[config.mk]
export PLATFORM = sky130hd
export DESIGN_NAME = bp_be_stride_detector
export DESIGN_NICKNAME = d
export VERILOG_FILES = /design/src/rtl/bp_be_pkg.sv /design/src/rtl/bp_be_stride_table.sv /design/src/rtl/bp_be_stride_detector.sv
export SDC_FILE = /design/constraint.sdc
export NUM_CORES = 2
export LEC_CHECK = 0
export BUFFER_PORTS_ARGS = -buffer_cell sky130_fd_sc_hd__buf_2
export CAP_MARGIN = 20
export CORE_ASPECT_RATIO = 0.75
export CORE_MARGIN = 2
export CORE_UTILIZATION = 55
export DETAILED_ROUTE_END_ITERATION = 7
export HOLD_SLACK_MARGIN = 0.12
export PLACE_DENSITY_LB_ADDON = 0.08
export SYNTH_ARGS = -nofsm -noshare
export SYNTH_HDL_FRONTEND = slang
export SYNTH_SLANG_ARGS = --single-unit
[constraint.sdc]
create_clock -name clk_i -period 48 [get_ports clk_i]
set_clock_uncertainty 0.1 [all_clocks]
set_input_delay 9.6 -clock clk_i [delete_from_list [all_inputs] [get_ports clk_i]]
set_output_delay 9.6 -clock clk_i [all_outputs]
set_load 0.02 [all_outputs]
[src/rtl/bp_be_pkg.sv]
// Shared types for the backend stride detector: config enum, FSM states, table entry.
package bp_be_pkg;

  typedef enum logic [0:0] {
    e_bp_default_cfg
  } bp_params_e;

  localparam int bp_vaddr_width_gp        = 39;
  // Stored strides are kept sign-extended to this width; stride_width_p must not exceed it.
  localparam int bp_stride_store_width_gp = 32;

  function automatic int bp_vaddr_width(input bp_params_e cfg);
    case (cfg)
      e_bp_default_cfg: return bp_vaddr_width_gp;
      default:          return bp_vaddr_width_gp;
    endcase
  endfunction

  typedef enum logic [1:0] {
    e_stride_idle,
    e_stride_discover,
    e_stride_locked
  } bp_be_stride_state_e;

  typedef struct packed {
    logic                                valid;
    logic [bp_vaddr_width_gp-1:0]        pc;
    logic [bp_vaddr_width_gp-1:0]        last_addr;
    logic [bp_stride_store_width_gp-1:0] stride;
    logic [1:0]                          conf;
  } bp_be_stride_entry_s;

endpackage

[src/rtl/bp_be_stride_table.sv]
// Fully associative PC-indexed stride table with round-robin replacement.
// Optional BP_BE_STRIDE_NEG_EN: negative address deltas are accepted as strides.
module bp_be_stride_table
  import bp_be_pkg::*;
#(
  parameter int  stride_els_p   = 8,
  parameter int  stride_width_p = 16,
  localparam int idx_width_lp   = $clog2(stride_els_p),
  localparam int vaddr_width_lp = bp_vaddr_width_gp
) (
  input  logic                      i_clk,
  input  logic                      i_rst,
  input  logic                      i_v,
  input  logic [vaddr_width_lp-1:0] i_pc,
  input  logic [vaddr_width_lp-1:0] i_vaddr,
  input  logic                      i_skip_v,
  input  logic [idx_width_lp-1:0]   i_skip_idx,
  output logic                      o_hit,
  output logic [idx_width_lp-1:0]   o_hit_idx,
  output logic                      o_stride_match,
  output logic [1:0]                o_conf_new,
  output logic [stride_width_p-1:0] o_stride
);

  bp_be_stride_entry_s r_tbl [stride_els_p];
  logic [idx_width_lp-1:0] r_ptr;

  logic                                       w_hit;
  logic [idx_width_lp-1:0]                    w_hit_idx;
  logic [idx_width_lp-1:0]                    w_victim;
  bp_be_stride_entry_s                        w_ent;
  logic [vaddr_width_lp-1:0]                  w_delta;
  logic [vaddr_width_lp-stride_width_p:0]     w_delta_hi;
  logic signed [bp_stride_store_width_gp-1:0] w_delta_sx;
  logic signed [bp_stride_store_width_gp-1:0] w_stride_new;
  logic                                       w_fits;
  logic                                       w_match;
  logic [1:0]                                 w_conf_new;

  always_comb begin
    w_hit     = 1'b0;
    w_hit_idx = '0;
    for (int i = 0; i < stride_els_p; i++) begin
      if (r_tbl[i].valid && (r_tbl[i].pc == i_pc)) begin
        w_hit     = 1'b1;
        w_hit_idx = i[idx_width_lp-1:0];
      end
    end
  end

  always_comb begin
    w_ent      = r_tbl[w_hit_idx];
    w_delta    = i_vaddr - w_ent.last_addr;
    w_delta_hi = w_delta[vaddr_width_lp-1:stride_width_p-1];
`ifdef BP_BE_STRIDE_NEG_EN
    w_fits     = (&w_delta_hi) | ~(|w_delta_hi);
`else
    w_fits     = ~(|w_delta_hi);
`endif
    w_delta_sx   = bp_stride_store_width_gp'($signed(w_delta[stride_width_p-1:0]));
    w_match      = (w_delta != '0) && w_fits && (w_delta_sx == $signed(w_ent.stride));
    w_stride_new = w_fits ? w_delta_sx : '0;
    w_conf_new   = w_match ? ((w_ent.conf == 2'd3) ? 2'd3 : w_ent.conf + 2'd1) : 2'd0;
    // The FSM's tracked entry must survive until discovery finishes.
    w_victim     = (i_skip_v && (r_ptr == i_skip_idx)) ? r_ptr + idx_width_lp'(1) : r_ptr;
  end

  always_ff @(posedge i_clk or posedge i_rst) begin
    if (i_rst) begin
      r_ptr <= '0;
      for (int i = 0; i < stride_els_p; i++) r_tbl[i] <= '0;
    end else if (i_v) begin
      if (w_hit) begin
        r_tbl[w_hit_idx].last_addr <= i_vaddr;
        r_tbl[w_hit_idx].conf      <= w_conf_new;
        if (!w_match) r_tbl[w_hit_idx].stride <= w_stride_new;
      end else begin
        r_tbl[w_victim] <= '{valid: 1'b1, pc: i_pc, last_addr: i_vaddr, stride: '0, conf: 2'd0};
        r_ptr           <= w_victim + idx_width_lp'(1);
      end
    end
  end

  assign o_hit          = i_v & w_hit;
  assign o_hit_idx      = w_hit_idx;
  assign o_stride_match = w_match;
  assign o_conf_new     = w_conf_new;
  assign o_stride       = w_ent.stride[stride_width_p-1:0];

endmodule

[src/rtl/bp_be_stride_detector.sv]
// Detects constant-stride committed loads and sequences loop discovery for one tracked PC.
// Negative-stride support is enabled by defining BP_BE_STRIDE_NEG_EN.
//   state    | meaning
//   IDLE     | no PC tracked; first entry to reach start_thresh_p starts discovery
//   DISCOVER | tracking one entry; saturation confirms, stride mismatch abandons
//   LOCKED   | confirmed; waits for discovery_done_i
module bp_be_stride_detector
  import bp_be_pkg::*;
#(
  parameter bp_params_e bp_params_p    = e_bp_default_cfg,
  parameter int         stride_els_p   = 8,
  parameter int         stride_width_p = 16,
  parameter int         start_thresh_p = 2,
  localparam int        vaddr_width_p  = bp_vaddr_width(bp_params_p),
  localparam int        idx_width_lp   = $clog2(stride_els_p)
) (
  input  logic                      clk_i,
  input  logic                      reset_i,
  input  logic                      v_i,
  input  logic [vaddr_width_p-1:0]  pc_i,
  input  logic [vaddr_width_p-1:0]  vaddr_i,
  input  logic                      discovery_done_i,
  output logic                      start_discovery_o,
  output logic                      confirm_discovery_o,
  output logic [vaddr_width_p-1:0]  striding_pc_o,
  output logic [stride_width_p-1:0] stride_o
);

  localparam logic [1:0] conf_sat_lp   = 2'd3;
  localparam logic [1:0] conf_start_lp = 2'(start_thresh_p);

  bp_be_stride_state_e       r_state, w_state_n;
  logic [idx_width_lp-1:0]   r_track_idx;
  logic                      r_start, r_confirm;
  logic [vaddr_width_p-1:0]  r_pc;
  logic [stride_width_p-1:0] r_stride;

  logic                      w_hit, w_match, w_start_n, w_confirm_n, w_latch;
  logic [idx_width_lp-1:0]   w_hit_idx;
  logic [1:0]                w_conf_new;
  logic [stride_width_p-1:0] w_hit_stride;

  bp_be_stride_table #(
    .stride_els_p  (stride_els_p),
    .stride_width_p(stride_width_p)
  ) u_table (
    .i_clk         (clk_i),
    .i_rst         (reset_i),
    .i_v           (v_i),
    .i_pc          (pc_i),
    .i_vaddr       (vaddr_i),
    .i_skip_v      (r_state != e_stride_idle),
    .i_skip_idx    (r_track_idx),
    .o_hit         (w_hit),
    .o_hit_idx     (w_hit_idx),
    .o_stride_match(w_match),
    .o_conf_new    (w_conf_new),
    .o_stride      (w_hit_stride)
  );

  always_comb begin
    w_state_n   = r_state;
    w_start_n   = 1'b0;
    w_confirm_n = 1'b0;
    w_latch     = 1'b0;
    case (r_state)
      e_stride_idle: begin
        if (w_hit && w_match && (w_conf_new == conf_start_lp)) begin
          w_state_n = e_stride_discover;
          w_start_n = 1'b1;
          w_latch   = 1'b1;
        end
      end
      e_stride_discover: begin
        if (w_hit && (w_hit_idx == r_track_idx)) begin
          if (!w_match) begin
            w_state_n = e_stride_idle;
          end else if (w_conf_new == conf_sat_lp) begin
            w_state_n   = e_stride_locked;
            w_confirm_n = 1'b1;
          end
        end
      end
      e_stride_locked: begin
        if (discovery_done_i) w_state_n = e_stride_idle;
      end
      default: w_state_n = e_stride_idle;
    endcase
  end

  always_ff @(posedge clk_i or posedge reset_i) begin
    if (reset_i) begin
      r_state     <= e_stride_idle;
      r_track_idx <= '0;
      r_start     <= 1'b0;
      r_confirm   <= 1'b0;
      r_pc        <= '0;
      r_stride    <= '0;
    end else begin
      r_state   <= w_state_n;
      r_start   <= w_start_n;
      r_confirm <= w_confirm_n;
      if (w_latch) begin
        r_track_idx <= w_hit_idx;
        r_pc        <= pc_i;
        r_stride    <= w_hit_stride;
      end
    end
  end

  assign start_discovery_o   = r_start;
  assign confirm_discovery_o = r_confirm;
  assign striding_pc_o       = r_pc;
  assign stride_o            = r_stride;

endmodule
==> metrics <==
PortBufs 138; Initial Util 0.557; WL final 141000 um; row cnt 88; Synth-to-Final Area Change 11.0%; Layout Utilization 0.618; EDFF count, synth 0; max-slew violations 0; Critical Path Start pc_i[25]; Synth cell types between 80 and 90; post-route cell area 0.0476 mm2; Core ar. 0.0771 mm2; layout cells sized above 1 0.252; Max FO, Critical Path between 50 and 60; vias in the first global route ~30000; drc violations 0; Peak supply drop around 0.038 mV; Seq cells post-synth 841; post_cts resized 0; Post-CTS Setup Inserts 0; hold slack approximately 370 ps; leakage power 20.3 nW; crit path launch type input port; min-delay src u_table.r_tbl[156]; final hold viol count 0; unrepaired setup endpoints after global routing no; most common cell after layout, fill and taps aside dfrtp_1; status complete, no violations; Reg-to-Reg Start u_table.r_tbl[669]; Final #Nets 4052; post-synthesis sequential area ratio 0.491; Period minus WS final between 15000 and 20000 ps; Syn Area/Cell 11.0 um2; Pwr Density around 63 mW/mm2; Detailed Routing Iterations Pass 1 5; asr flop ratio synth 1.00; r2r endpoint stride_o[2]; CP Class input port to flip-flop; R2R depth 24; WP data required a little under 50000 ps; Max Clk Rate 50.2 MHz; CTS max path bufs 3; Synth Instances a little under 4000; placed cell area 0.0446 mm2; max-capacitance violation count 0; CTS H-Tree Depth 3; initial antenna violation count 6; clock root cell clkbuf_16; syn_nets 4016; dpl cells 4872; hold depth 2; Slew headroom 0.236; routed vias 32500; setup TNS 0 ps; die height between 200 and 250 um; vias per inst between 6 and 7; Hold Buf Count CTS 0; Worst setup EP type flip-flop; gr usage total 0.351; FILL cells 6406; CTS tree built; area occupied by registers approximately 0.021 mm2; DR iter-0 viols 4068; Die Width 326 um; global-route wire length before repair 208000 um; Ports 139; Arrival @ worst endpoint approximately 20000 ps; Antenna Violating Nets Remaining 0; Most used DFF post-synth dfrtp_1; GP Congestion 1.04; yosys warns 0; area of the multi-input gates 0.0206 mm2; HP Class flip-flop to flip-flop; CTS sink cnt approximately 840; post-DR wirelength/cell 28.0 um; count of non-filler cells in the finished layout 5035; cts bufs inserted 85; total gr overflow 0; mapped cell area approximately 0.043 mm2; commonest non-fill, non-tap cells in the layout dfrtp_1 (841), mux2_2 (578), nand2_1 (407); Clock Latency Late Sink between 600 and 700 ps; hpwl dp 95000 um; endpoints failing setup 0; r2r setup slk about 37000 ps; pin count of the biggest net entering global routing 166; Reg clk slew, reported paths 60 ps; die area 0.0803 mm2; Worst Hold Path EP u_table.r_tbl[156]; worst slew pin tran 1140 ps; Final period util 0.415
-- area by class of cell --
cell class | instances | area share
well taps | 1035 | 0.0272
clock buffers | 127 | 0.0536
repair buffers | 225 | 0.0294
inverters | 58 | 0.00473
multi-input cells | 2717 | 0.434
clock inverters | 31 | 0.00923
diodes | 1 | 0.0000526
flip-flops and latches | 841 | 0.442
-- per-layer routing --
metal  wire [um]  track usage  part of all wire  up-vias
li1            -            -                 -    14200
met5          45            0           0.00032        -
met2       54200        0.448              0.38     1509
met3       16900        0.115              0.12      177
met1       67400        0.565              0.48    16600
met4        2440       0.0711             0.017        8
-- worst max path at each step --
stage / endpoint / depth (start not counted)
6_report: stride_o[2] / 25
5_1_grt: stride_o[2] / 25
4_1_cts: u_table.r_tbl[686] / 27
3_5_place_dp: u_table.r_tbl[694] / 27
3_3_place_gp: u_table.r_tbl[794] / 27
2_1_floorplan: confirm_discovery_o / 1
-- cell families (layout without fill, tap and decap cells) --
group | count (synthesis) | count (layout) | synth area share
other | 0 | 1 | 0
flip-flops | 841 | 841 | 0.491
buffers and inverters | 334 | 441 | 0.0319
AO/OA/AOI/OAI | 671 | 671 | 0.109
adder cells (fa/ha/maj) | 42 | 42 | 0.0124
multiplexers | 640 | 640 | 0.166
XOR/XNOR | 329 | 329 | 0.0679
AND/OR/NAND/NOR | 1035 | 1035 | 0.121
-- state kept, by name, indices dropped and copies added, names as in the netlist --
register             count
u_table.r_tbl          776
striding_pc_o           39
stride_o                16
r_track_idx              3
u_table.r_ptr            3
r_state                  2
confirm_discovery_o      1
start_discovery_o        1
-- cell usage after synthesis (10+ instances only) --
master	n	share of area
dfrtp_1	841	0.49
mux2_2	578	0.15
nand2_1	411	0.036
xnor2_1	305	0.062
nand4_1	183	0.027
clkbuf_1	181	0.016
o21ai_0	174	0.020
a22o_1	125	0.026
nor2_1	95	0.0083
a21oi_1	91	0.011
nand3_1	87	0.010
buf_2	65	0.0076
mux2i_1	60	0.014
inv_1	57	0.0050
nand2b_1	51	0.0074
ha_1	41	0.012
nor4_1	36	0.0053
a31oi_1	34	0.0050
a21o_1	33	0.0058
nor3_1	32	0.0037
and3_1	30	0.0044
buf_1	24	0.0021
xor2_1	20	0.0041
o31ai_1	18	0.0032
and2_1	17	0.0025
a211oi_1	15	0.0026
o22a_1	15	0.0031
a311oi_1	14	0.0029
or3_1	14	0.0020
a222oi_1	13	0.0030
nand3b_1	12	0.0021
o21a_1	12	0.0021
nor2b_1	11	0.0016
or2_2	11	0.0016
o211ai_1	10	0.0017
o21ai_1	10	0.0012
o22ai_1	10	0.0015
-- report_power, final --
group	internal (mW)	total [mW]	leakage, nW	switching (mW)
combinational	0.498	1.15	8.33	0.648
sequential	0.972	1.13	10.5	0.161
clock	0.422	0.714	1.48	0.291
total	1.89	2.99	20.3	1.10
-- worst max-delay path, cell delays in order --
cell	delay, ps
buf_2	290
nor2b_1	270
a2111o_1	350
nor4_1	960
nand3_1	530
nand3b_1	590
nand2_1	240
o21ai_4	100
buf_4	550
nand2_1	620
o21ai_0	390
a31oi_1	100
o21ai_0	180
ha_1	380
a2111o_1	440
o21ai_0	250
a21oi_1	140
nor4_1	690
nor2_1	370
nand4_1	160
nand4b_1	130
nor4_2	830
nand4_1	380
or4_4	960
mux2_2	480
-- metrics by stage --
step	worst slack [ps]	total power, mW
global route	27970	3.14
detailed placement	28030	2.25
CTS	28720	2.97
global placement	28200	2.23
floorplan	14670	1.91
finish	28080	2.99
No activity file was read; power rests on OpenSTA's default activity.
